[src/rtl/touch_pkg.sv]
// Shared definitions for the touch-key LED array: per-channel LED modes and
// a counter-width helper used by the key filter.
package touch_pkg;

    typedef enum logic [1:0] {
        MODE_TOGGLE = 2'b00,
        MODE_MOMENT = 2'b01,
        MODE_LONG   = 2'b10,
        MODE_OFF    = 2'b11
    } led_mode_e;

    function automatic int cnt_width(input int range_max);
        if (range_max <= 1) begin
            return 1;
        end else begin
            return $clog2(range_max);
        end
    endfunction

endpackage

[src/rtl/touch_key_filter.sv]
// One touch-key channel: input synchroniser, stable-count deglitch filter,
// filtered rising-edge pulse and long-press hold counter.
module touch_key_filter
    import touch_pkg::*;
#(
    parameter int SYNC_STAGES = 2,
    parameter int FILT_CYCLES = 16,
    parameter int LONG_CYCLES = 1000
) (
    input  logic clk,
    input  logic rst,
    input  logic touch_key,
    output logic key_state,
    output logic press_pulse,
    output logic long_pulse,
    output logic press_rise
);

    localparam int FW = cnt_width(FILT_CYCLES);
    localparam int HW = $clog2(LONG_CYCLES + 1);
    localparam logic [FW-1:0] FILT_LAST = FW'(FILT_CYCLES - 1);
    localparam logic [HW-1:0] LONG_MAX  = HW'(LONG_CYCLES);
    localparam logic [HW-1:0] LONG_LAST = HW'(LONG_CYCLES - 1);

    logic [SYNC_STAGES-1:0] sync_r;
    logic                   sync_out_s;
    logic [FW-1:0]          fcnt_r;
    logic [FW-1:0]          fcnt_nxt_s;
    logic                   armed_r;
    logic                   armed_nxt_s;
    logic                   key_state_r;
    logic                   key_state_nxt_s;
    logic                   key_state_d_r;
    logic [HW-1:0]          hcnt_r;
    logic [HW-1:0]          hcnt_nxt_s;
    logic                   long_hit_s;
    logic                   press_pulse_r;
    logic                   long_pulse_r;

    assign sync_out_s = sync_r[SYNC_STAGES-1];

    // Deglitch filter; until a released level has been seen after reset the
    // counter instead measures low time, so a press held through reset is ignored.
    always_comb begin
        fcnt_nxt_s      = fcnt_r;
        key_state_nxt_s = key_state_r;
        armed_nxt_s     = armed_r;
        if (!armed_r) begin
            key_state_nxt_s = 1'b0;
            if (sync_out_s) begin
                fcnt_nxt_s = '0;
            end else if (fcnt_r == FILT_LAST) begin
                fcnt_nxt_s  = '0;
                armed_nxt_s = 1'b1;
            end else begin
                fcnt_nxt_s = fcnt_r + 1'b1;
            end
        end else if (sync_out_s == key_state_r) begin
            fcnt_nxt_s = '0;
        end else if (fcnt_r == FILT_LAST) begin
            fcnt_nxt_s      = '0;
            key_state_nxt_s = sync_out_s;
        end else begin
            fcnt_nxt_s = fcnt_r + 1'b1;
        end
    end

    // Hold counter: cleared while released, saturating while pressed
    always_comb begin
        if (!key_state_r) begin
            hcnt_nxt_s = '0;
        end else if (hcnt_r == LONG_MAX) begin
            hcnt_nxt_s = hcnt_r;
        end else begin
            hcnt_nxt_s = hcnt_r + 1'b1;
        end
    end

    assign long_hit_s = key_state_r && (hcnt_r == LONG_LAST);

    // Channel state registers
    always_ff @(posedge clk) begin
        if (rst) begin
            sync_r        <= '0;
            fcnt_r        <= '0;
            armed_r       <= 1'b0;
            key_state_r   <= 1'b0;
            key_state_d_r <= 1'b0;
            hcnt_r        <= '0;
            press_pulse_r <= 1'b0;
            long_pulse_r  <= 1'b0;
        end else begin
            sync_r        <= {sync_r[SYNC_STAGES-2:0], touch_key};
            fcnt_r        <= fcnt_nxt_s;
            armed_r       <= armed_nxt_s;
            key_state_r   <= key_state_nxt_s;
            key_state_d_r <= key_state_r;
            hcnt_r        <= hcnt_nxt_s;
            press_pulse_r <= key_state_r & ~key_state_d_r;
            long_pulse_r  <= long_hit_s;
        end
    end

    // press_rise is the same condition press_pulse registers, so a toggle LED
    // can flip on the very edge the pulse appears.
    assign key_state   = key_state_r;
    assign press_pulse = press_pulse_r;
    assign long_pulse  = long_pulse_r;
    assign press_rise  = key_state_r & ~key_state_d_r;

endmodule

[src/rtl/touch_led_array.sv]
// N-channel touch-key LED driver: one filter per key plus a per-channel LED
// mode (toggle, momentary, long-press toggle, off).
module touch_led_array
    import touch_pkg::*;
#(
    parameter int N_CH        = 4,
    parameter int SYNC_STAGES = 2,
    parameter int FILT_CYCLES = 16,
    parameter int LONG_CYCLES = 1000
) (
    input  logic              clk,
    input  logic              rst,
    input  logic [N_CH-1:0]   touch_key,
    input  logic [2*N_CH-1:0] mode,
    output logic [N_CH-1:0]   led,
    output logic [N_CH-1:0]   key_state,
    output logic [N_CH-1:0]   press_pulse,
    output logic [N_CH-1:0]   long_pulse
);

    genvar i;
    generate
        for (i = 0; i < N_CH; i++) begin : g_ch
            led_mode_e ch_mode_s;
            logic      press_rise_s;
            logic      led_nxt_s;
            logic      led_r;

            touch_key_filter #(
                .SYNC_STAGES(SYNC_STAGES),
                .FILT_CYCLES(FILT_CYCLES),
                .LONG_CYCLES(LONG_CYCLES)
            ) u_filter (
                .clk        (clk),
                .rst        (rst),
                .touch_key  (touch_key[i]),
                .key_state  (key_state[i]),
                .press_pulse(press_pulse[i]),
                .long_pulse (long_pulse[i]),
                .press_rise (press_rise_s)
            );

            assign ch_mode_s = led_mode_e'(mode[2*i+1 -: 2]);

            // Next LED level for the channel's current mode
            always_comb begin
                led_nxt_s = led_r;
                case (ch_mode_s)
                    MODE_TOGGLE: begin
                        if (press_rise_s) begin
                            led_nxt_s = ~led_r;
                        end else begin
                            led_nxt_s = led_r;
                        end
                    end
                    MODE_MOMENT: led_nxt_s = key_state[i];
                    MODE_LONG: begin
                        if (long_pulse[i]) begin
                            led_nxt_s = ~led_r;
                        end else begin
                            led_nxt_s = led_r;
                        end
                    end
                    MODE_OFF: led_nxt_s = 1'b0;
                    default:  led_nxt_s = 1'b0;
                endcase
            end

            // LED register
            always_ff @(posedge clk) begin
                if (rst) begin
                    led_r <= 1'b0;
                end else begin
                    led_r <= led_nxt_s;
                end
            end

            assign led[i] = led_r;
        end
    endgenerate

endmodule

[config.mk]
export PLATFORM = sky130hd
export DESIGN_NAME = touch_led_array
export DESIGN_NICKNAME = d
export VERILOG_FILES = /design/src/rtl/touch_pkg.sv /design/src/rtl/touch_key_filter.sv /design/src/rtl/touch_led_array.sv
export SDC_FILE = /design/constraint.sdc
export NUM_CORES = 1
export LEC_CHECK = 0
export CAP_MARGIN = 20
export CORE_MARGIN = 4
export CORE_UTILIZATION = 62
export DETAILED_ROUTE_END_ITERATION = 16
export PLACE_DENSITY = 0.87
export RECOVER_POWER = 100
export SYNTH_ARGS = -nofsm -noshare
export SYNTH_HDL_FRONTEND = slang
export SYNTH_SLANG_ARGS = --single-unit
[constraint.sdc]
create_clock -name clk -period 3.3 [get_ports clk]
set_clock_uncertainty 0.05 [all_clocks]
set_input_delay 0.66 -clock clk [delete_from_list [all_inputs] [get_ports clk]]
set_output_delay 0.66 -clock clk [all_outputs]
set_load 0.05 [all_outputs]
==> Word level (Yosys, flattened, before mapping) <==
Cells that the tools add are included.
{ "classes": {"mux": 40, "addsub": 8, "bitwise_logic": 24, "reduce_logical": 24, "eq_ne": 36} }
{ "op_table": {"columns": ["op", "n"], "rows": [
  ["$eq A10 B10 Y1 const B", 8],
  ["$mux W4", 16],
  ["$add A10 B1 Y10 const B", 4],
  ["$mux W1", 20],
  ["$not A1 Y1", 20],
  ["$add A4 B1 Y4 const B", 4],
  ["$eq A2 B2 Y1 const B", 8],
  ["$eq A4 B4 Y1 const B", 4],
  ["$pmux W1 S4", 4],
  ["$reduce_and A2 Y1", 8],
  ["$reduce_or A2 Y1", 8],
  ["$eq A2 B1 Y1 const B", 4],
  ["$logic_not A2 Y1", 4],
  ["$ne A2 B1 Y1 const B", 4],
  ["$ne A2 B2 Y1 const B", 4],
  ["$and A1 B1 Y1", 4],
  ["$eq A1 B1 Y1", 4],
  ["$logic_and A1 B1 Y1", 4]
]} }
{ "totals": {"regBits": 88, "output_inout_bits": 16, "elab_cells": 168, "input_bits": 14} }

==> Depth between registers and ports, before layout <==
Gate-level depths: netlist of the first run.
{ "depth": {"word_depth": 4, "depth_mapped": 5, "depth_no_buf": 5} }

==> Modules after synthesis <==
Synthesis of the first run repeated with hierarchy kept, for this count alone.
{ "hier_totals": {"hier_cells": 393, "area_unflattened_um2": 3724.8} }
{ "modules_own_cells": {"columns": ["mod", "area_each_um2", "instances", "seq_area_each_um2", "cells_per_inst"], "rows": [
  ["touch_key_filter", 857.1, 4, 420.4, 91],
  ["touch_led_array", 296.5, 1, 80.1, 29]
]} }

==> Least setup slack after synthesis of the first run <==
No wires, ideal clock.
{ "synth_timing": {"path_kind": "input to register", "from": "input rst", "to": "register g_ch[0].u_filter.hcnt_r[0]", "path_stages": 4, "setup_slack_ns": 1.699, "setup_time_ns": 0.132, "required_time_ns": 3.118, "n_path_buf": 2, "arrival_time_ns": 1.419, "cell_sequence": "clkbuf_1 nand2b_1 clkbuf_1 nor3_1"} }
{ "synth_via": {"elab_chain_cells": 1} }
{ "synth_lines": {"columns": ["element", "line_no", "text"], "rows": [
  ["from (decl)", "touch_led_array.sv:12", "input logic rst,"],
  ["$reduce_or A2 Y1 (no source line)", null, null],
  ["to (signal assigned)", "touch_key_filter.sv:98", "hcnt_r <= hcnt_nxt_s;"],
  ["to (decl)", "touch_key_filter.sv:34", "logic [HW-1:0] hcnt_r;"]
]} }
Every way passes these cells.
A chain may end at the register's enable or synchronous reset.

==> Final worst setup path of the first run <==
{ "layout_timing": {"from": "register g_ch[0].u_filter.key_state_r", "to": "output key_state[0]"} }
{ "layout_rtl": {"columns": ["element", "line_no", "text"], "rows": [
  ["from (decl)", "touch_key_filter.sv:31", "logic key_state_r;"],
  ["from (signal assigned)", "touch_key_filter.sv:96", "key_state_r <= key_state_nxt_s;"],
  ["to (decl)", "touch_led_array.sv:16", "output logic [N_CH-1:0] key_state,"]
]} }
No word-level cell between the ends.

==> metrics.cfg, run 1 <==
[outcome]
run_status=finished clean

[yosys]
avgSynthCellArea_sq_um=9.284
synthArstFlopShare_pct=0
ys_ff_latch=88
ys_warn_count=0
synth-edff-count=0
synth_cell_types=38
ys_seq_area_share_pct=45.07
syn_inst=421
ys.flop_type=dfxtp_1
syn_area_sq_um=3909
synthesis.nets=447

[clock_tree]
clk_pin_slew_ns=0.08
cts-buffers-inserted=9
cts_tree=built
cts_setup_buffers=0
cts_root_buffer=clkbuf_8
clk_latency_ns=0.34
ctsLongestPathBuffers=2
clock_sinks=88
post_cts_resized=0
cts_max_level=3
holdBufCountCts=0

[global_routing]
track_usage_pct=19.27
grt_overflow=0
grt_pass1_wl_mm=12.05
grt_max_degree=25
antenna_found_initial=0
grt_pass1_vias=2870

[final_layout]
areaGrowthSynthToFinish_pct=10.56
fillCellCount=434
nets=463
final_layout_size_suffix_gt1_share_pct=3.620
diodes=0
layout_commonest_cell=dfxtp_1
final_cell_mix=dfxtp_1, a21oi_1, nor2_1, inv_1, nand2_1

[hold_path]
whs_path_depth=1
hold_class=register to register
min_to=g_ch[3].u_filter.sync_r[1]
holdCritStartpoint=g_ch[3].u_filter.sync_r[0]

[worst_setup_path]
reg2reg_from=g_ch[0].u_filter.hcnt_r[0]
worst_setup_path_end_kind=output pin
ff2ff_path_depth=4
startpoint_type=register
critPathArrivalTime_ns=1.75
critPathTopFamily=buffers and inverters
cpPeakStageDelay_ns=0.92
reg2reg_to=g_ch[0].u_filter.hcnt_r[8]
crit_chain=dlygate4sd3_1
worstSetupStartpoint=g_ch[0].u_filter.key_state
cp.required_ns=2.59
cp.buffers_inverters=1
reg2reg_slack_ns=1.65
worstSetupPathType=register to output pin
crit_fanout=7
critPathSlowestCell=dlygate4sd3_1

[detailed_routing]
routed_via_density=5.919
post_drt_wl_per_cell_um=13.16
drt_iter0_markers=144
drc=0
num_vias=3060
drt-total-wl_mm=6.803
route.met3.wl_um=214
firstDrtPassIters=4
ant_nets=0
highest_layer=met4
met1Wirelength_mm=3.160
met2WireLength_mm=3.340

[die]
core_area_sq_um=6026
die_h_um=87.40
die_w_um=87.40
pin_count=30
start_util_pct=64.87
rows=28
die_area_sq_um=7639

[sta]
fin_crit_sh_pct=74.58
finalSetupTns_ns=0
worst_slew_pin_slew_ns=0.9675
hold_viol=0
drv_slew=0
finalSetupViolations=0
max_slew_margin_pct=35.50
min_period_ns=2.461
hold_ws_ns=0.3908
max_clock_freq_ghz=0.4063
rsz0062_at_grt=no

[placed_design]
io_buffers=29
dpl.hpwl_mm=4.888
gp_congestion=0.8385

[power_and_ir_drop]
powerDensity_nw_per_um2=426.4
irDropWorstVdd_uv=240.9
p_leak_nw=1.429

[flow_run]
drv_cap=0

==> registers in the layout, indices dropped and copies added (netlist names) <==
register	flops
g_ch.u_filter.hcnt_r	40
g_ch.u_filter.fcnt_r	16
g_ch.u_filter.sync_r	8
g_ch.led_r	4
g_ch.u_filter.armed_r	4
g_ch.u_filter.key_state	4
g_ch.u_filter.key_state_d_r	4
g_ch.u_filter.long_pulse	4
g_ch.u_filter.press_pulse	4
==> synth_stat cells (5+ instances only) <==
cell type | instances | area [sq um]
dfxtp_1 | 88 | 1762
a21oi_1 | 27 | 135.1
nor2_1 | 24 | 90.09
nand2_1 | 21 | 78.83
inv_1 | 19 | 71.32
buf_4 | 16 | 120.1
nand3_1 | 14 | 70.07
nor2b_1 | 14 | 87.58
ha_1 | 12 | 150.1
mux2i_1 | 12 | 120.1
nor3_1 | 12 | 60.06
o21ai_0 | 12 | 60.06
o31ai_1 | 10 | 75.07
or3_1 | 10 | 62.56
xnor2_1 | 10 | 87.58
nand2b_1 | 9 | 56.30
nand4b_1 | 9 | 78.83
nor4_1 | 9 | 56.30
nor4bb_1 | 9 | 90.09
clkbuf_1 | 8 | 30.03
nand4_1 | 8 | 50.05
nor3b_1 | 8 | 60.06
or4_1 | 8 | 60.06
xor2_1 | 7 | 61.31
a31oi_1 | 5 | 31.28
and3_1 | 5 | 31.28
o21a_1 | 5 | 37.54
==> cells by family (layout without fill, tap and decap cells) <==
family / count (synthesis) / in the layout / synth area share (%)
xor gates and xnor gates: 17 / 17 / 3.809
muxes: 12 / 12 / 3.073
AOI/OAI and AO/OA: 73 / 73 / 11.49
and+or+nand+nor: 171 / 171 / 26.54
DFF: 88 / 88 / 45.07
adders and majority gates: 12 / 12 / 3.841
buffers and inverters: 48 / 69 / 6.178
==> worst max-delay path by stage <==
stage	cells after the start	to	slack, ns
final	1	key_state[0]	0.84
after global routing	3	g_ch[2].u_filter.fcnt_r[3]	0.75
after CTS	1	key_state[0]	0.88
after detailed placement	5	g_ch[3].u_filter.hcnt_r[2]	0.86
after global placement	5	g_ch[3].u_filter.hcnt_r[2]	0.93
after floorplan	4	g_ch[0].u_filter.hcnt_r[0]	1.70
==> layer usage <==
metal  vias to the layer above  track usage (%)
met4                         0            8.368
met1                      1456            23.39
met3                         9            4.352
li1                       1547                -
met2                        48            32.53
met5                         -                0
==> area by class of cell <==
class	count	area, sq um	area share, %
well taps	75	93.84	2.171
multi-input cells	285	1906	44.09
clock buffers	12	135.1	3.127
clock inverters	4	45.04	1.042
repair buffers	30	294.0	6.804
inverters	23	86.33	1.998
flip-flops and latches	88	1762	40.76
==> metrics by stage <==
step                instance area (sq um)  total power, W  setup slack, ns  instances  utilization (%)
floorplan                            3909        0.001147            1.699        421                -
global placement                     4145        0.001172           0.9255        501            68.79
detailed placement                   4145        0.001176           0.8625        501            68.79
CTS                                  4325        0.001857           0.8795        517            71.78
global route                         4322        0.001918           0.7536        517            71.72
finish                               4322        0.001843           0.8388        517            71.72
==> power by group <==
group	internal [W]	total, W	switching, W
clock network	0.000347	0.000693	0.000346
registers	0.00108	0.00109	0.0000116
logic	0.0000343	0.0000605	0.0000261
(Power assumes the default switching activity.)
==> run 2: changes to the inputs <==
- CORE_UTILIZATION: 62 -> 52
- PLACE_DENSITY: 0.87 -> 0.78
- clock period: 3.3 -> 2.1 ns (I/O delays scaled with it)
==> metrics.cfg, run 2 (synthesis results as in run 1) <==
[global_routing]
grt_pass1_vias=2851  ; -0.66%
antenna_found_initial=0  ; unchanged
grt_overflow=0  ; unchanged
grt_pass1_wl_mm=12.26  ; +1.8%
grt_max_degree=28  ; +12%
track_usage_pct=16.91  ; -2.4 points

[power_and_ir_drop]
irDropWorstVdd_uv=379.8  ; +58%
powerDensity_nw_per_um2=660.0  ; +55%
p_leak_nw=1.394  ; -2.5%

[sta]
drv_slew=0  ; unchanged
min_period_ns=2.043
rsz0062_at_grt=no
hold_viol=0  ; unchanged
max_clock_freq_ghz=0.4896
finalSetupViolations=0  ; unchanged
worst_slew_pin_slew_ns=0.6285  ; -0.3390 ns
finalSetupTns_ns=0  ; unchanged
fin_ws_ns=0.05745  ; -0.7813 ns
fin_crit_sh_pct=97.26
max_slew_margin_pct=58.28  ; +23 points

[placed_design]
pre_cts_slack_ns=0.2820  ; -0.5805 ns
dpl.hpwl_mm=4.919  ; +0.64%
gp_congestion=0.7758  ; -7.5%
io_buffers=29  ; unchanged

[worst_setup_path]
cpPeakStageDelay_ns=0.83  ; -0.09 ns
crit_fanout=3  ; -4
cp.required_ns=1.63  ; -0.96 ns
critPathTopFamily=buffers and inverters
worst_setup_path_end_kind=output pin
critPathArrivalTime_ns=1.57  ; -0.18 ns
worstSetupPathType=register to output pin
critPathSlowestCell=clkdlybuf4s50_1
startpoint_type=register
worstSetupStartpoint=g_ch[3].u_filter.long_pulse
reg2reg_from=g_ch[0].u_filter.hcnt_r[0]
crit_chain=clkdlybuf4s50_1
cp.buffers_inverters=1  ; unchanged

[final_layout]
largest_register=g_ch.u_filter.hcnt_r
final_cell_mix=dfxtp_1, a21oi_1, nor2_1, inv_1, nand2_1
final_layout_size_suffix_gt1_share_pct=3.579  ; -0.040 points
fillCellCount=669  ; +54%
areaGrowthSynthToFinish_pct=10.98
largest_reg_flops=40  ; unchanged
multi_input_area_sq_um=1901  ; -0.26%
diodes=0  ; unchanged
final-seq-area_sq_um=1762  ; unchanged
layout_commonest_cell=dfxtp_1
reg_top3=g_ch.u_filter.hcnt_r (40), g_ch.u_filter.fcnt_r (16), g_ch.u_filter.sync_r (8)
nets=468  ; +1.1%

[detailed_routing]
met2WireLength_mm=3.186  ; -4.6%
post_drt_wl_per_cell_um=12.58  ; -4.4%
firstDrtPassIters=4  ; unchanged
routed_via_density=5.529  ; -6.6%
drt-total-wl_mm=6.868  ; +0.96%
highest_layer=met4
num_vias=3019  ; -1.3%
drt_iter0_markers=80  ; -44%
met1Wirelength_mm=3.321  ; +5.1%
route.met3.wl_um=260  ; +21%
ant_nets=0  ; unchanged
drc=0  ; unchanged

[clock_tree]
cts-buffers-inserted=9  ; unchanged
clk_pin_slew_ns=0.08  ; about the same
cts_tree=built
clk_latency_ns=0.35  ; about the same
cts_setup_buffers=0  ; unchanged
cts_max_level=3  ; unchanged
clock_sinks=88  ; unchanged
cts_root_buffer=clkbuf_8
ctsLongestPathBuffers=2  ; unchanged

[hold_path]
holdCritStartpoint=g_ch[3].u_filter.sync_r[0]
hold_class=register to register

[flow_run]
drv_cap=0  ; unchanged

[die]
pin_count=30  ; unchanged
core_area_sq_um=7292  ; +21%
die_w_um=94.70  ; +8.4%
die_h_um=94.70  ; +8.4%
start_util_pct=53.60  ; -11 points
die_area_sq_um=8968  ; +17%
rows=31  ; +11%

[outcome]
run_status=finished clean

run 2: cell count changes in the layout (fill, tap and decap cells not counted), moves of 2 or more:
cell	previous run	this run
clkbuf_1	4	14
clkbuf_8	9	11
clkdlybuf4s50_1	11	13
clkinv_2	3	1
dlygate4sd2_1	0	2
dlygate4sd3_1	18	8
run 2: per-layer routing:
metal | GRT usage [%] | vias to the layer above
met3 | 4.701 | 10
li1 | - | 1553
met4 | 6.370 | 0
met1 | 21.49 | 1407
met2 | 27.30 | 49
met5 | 0 | -
run 2: per-stage QoR:
stage | cell area [sq um] | hold slack, ns | power, W | util [%] | std cells
CTS | 4392 | 0.3982 | 0.002892 | 60.23 | 546
global route | 4338 | 0.4033 | 0.002982 | 59.49 | 546
detailed placement | 4218 | 0.3797 | 0.001852 | 57.84 | 530
finish | 4338 | 0.3891 | 0.002863 | 59.49 | 546
floorplan | 3909 | 0.3585 | 0.001803 | - | 421
global placement | 4218 | 0.3673 | 0.001847 | 57.84 | 530
run 2: timing repair:
action                                  in CTS  in global routing
endpoints found under the setup margin       2                  3
hold buffers                                 0                  0
resized for setup                            2                  3
run 2: final timing paths:
check | cells after the start | to | slack (ns)
max | 1 | long_pulse[3] | 0.06
min | 1 | g_ch[3].u_filter.sync_r[1] | 0.39
max reg2reg | 4 | g_ch[0].u_filter.hcnt_r[8] | 0.44
min reg2reg | 1 | g_ch[3].u_filter.sync_r[1] | 0.39
run 2: final cells by class:
| class | instances | area share [%] |
|---|---|---|
| Clock inverter | 2 | 0.3173 |
| Timing Repair Buffer | 35 | 6.663 |
| Sequential cell | 88 | 40.61 |
| Inverter | 23 | 1.990 |
| Tap cell | 99 | 2.855 |
| Clock buffer | 14 | 3.750 |
| Multi-Input combinational cell | 285 | 43.81 |
run 2: power breakdown:
group	internal [W]	switching, W
Clock	0.000497	0.000555
Sequential	0.00169	0.0000183
Combinational	0.0000572	0.0000417
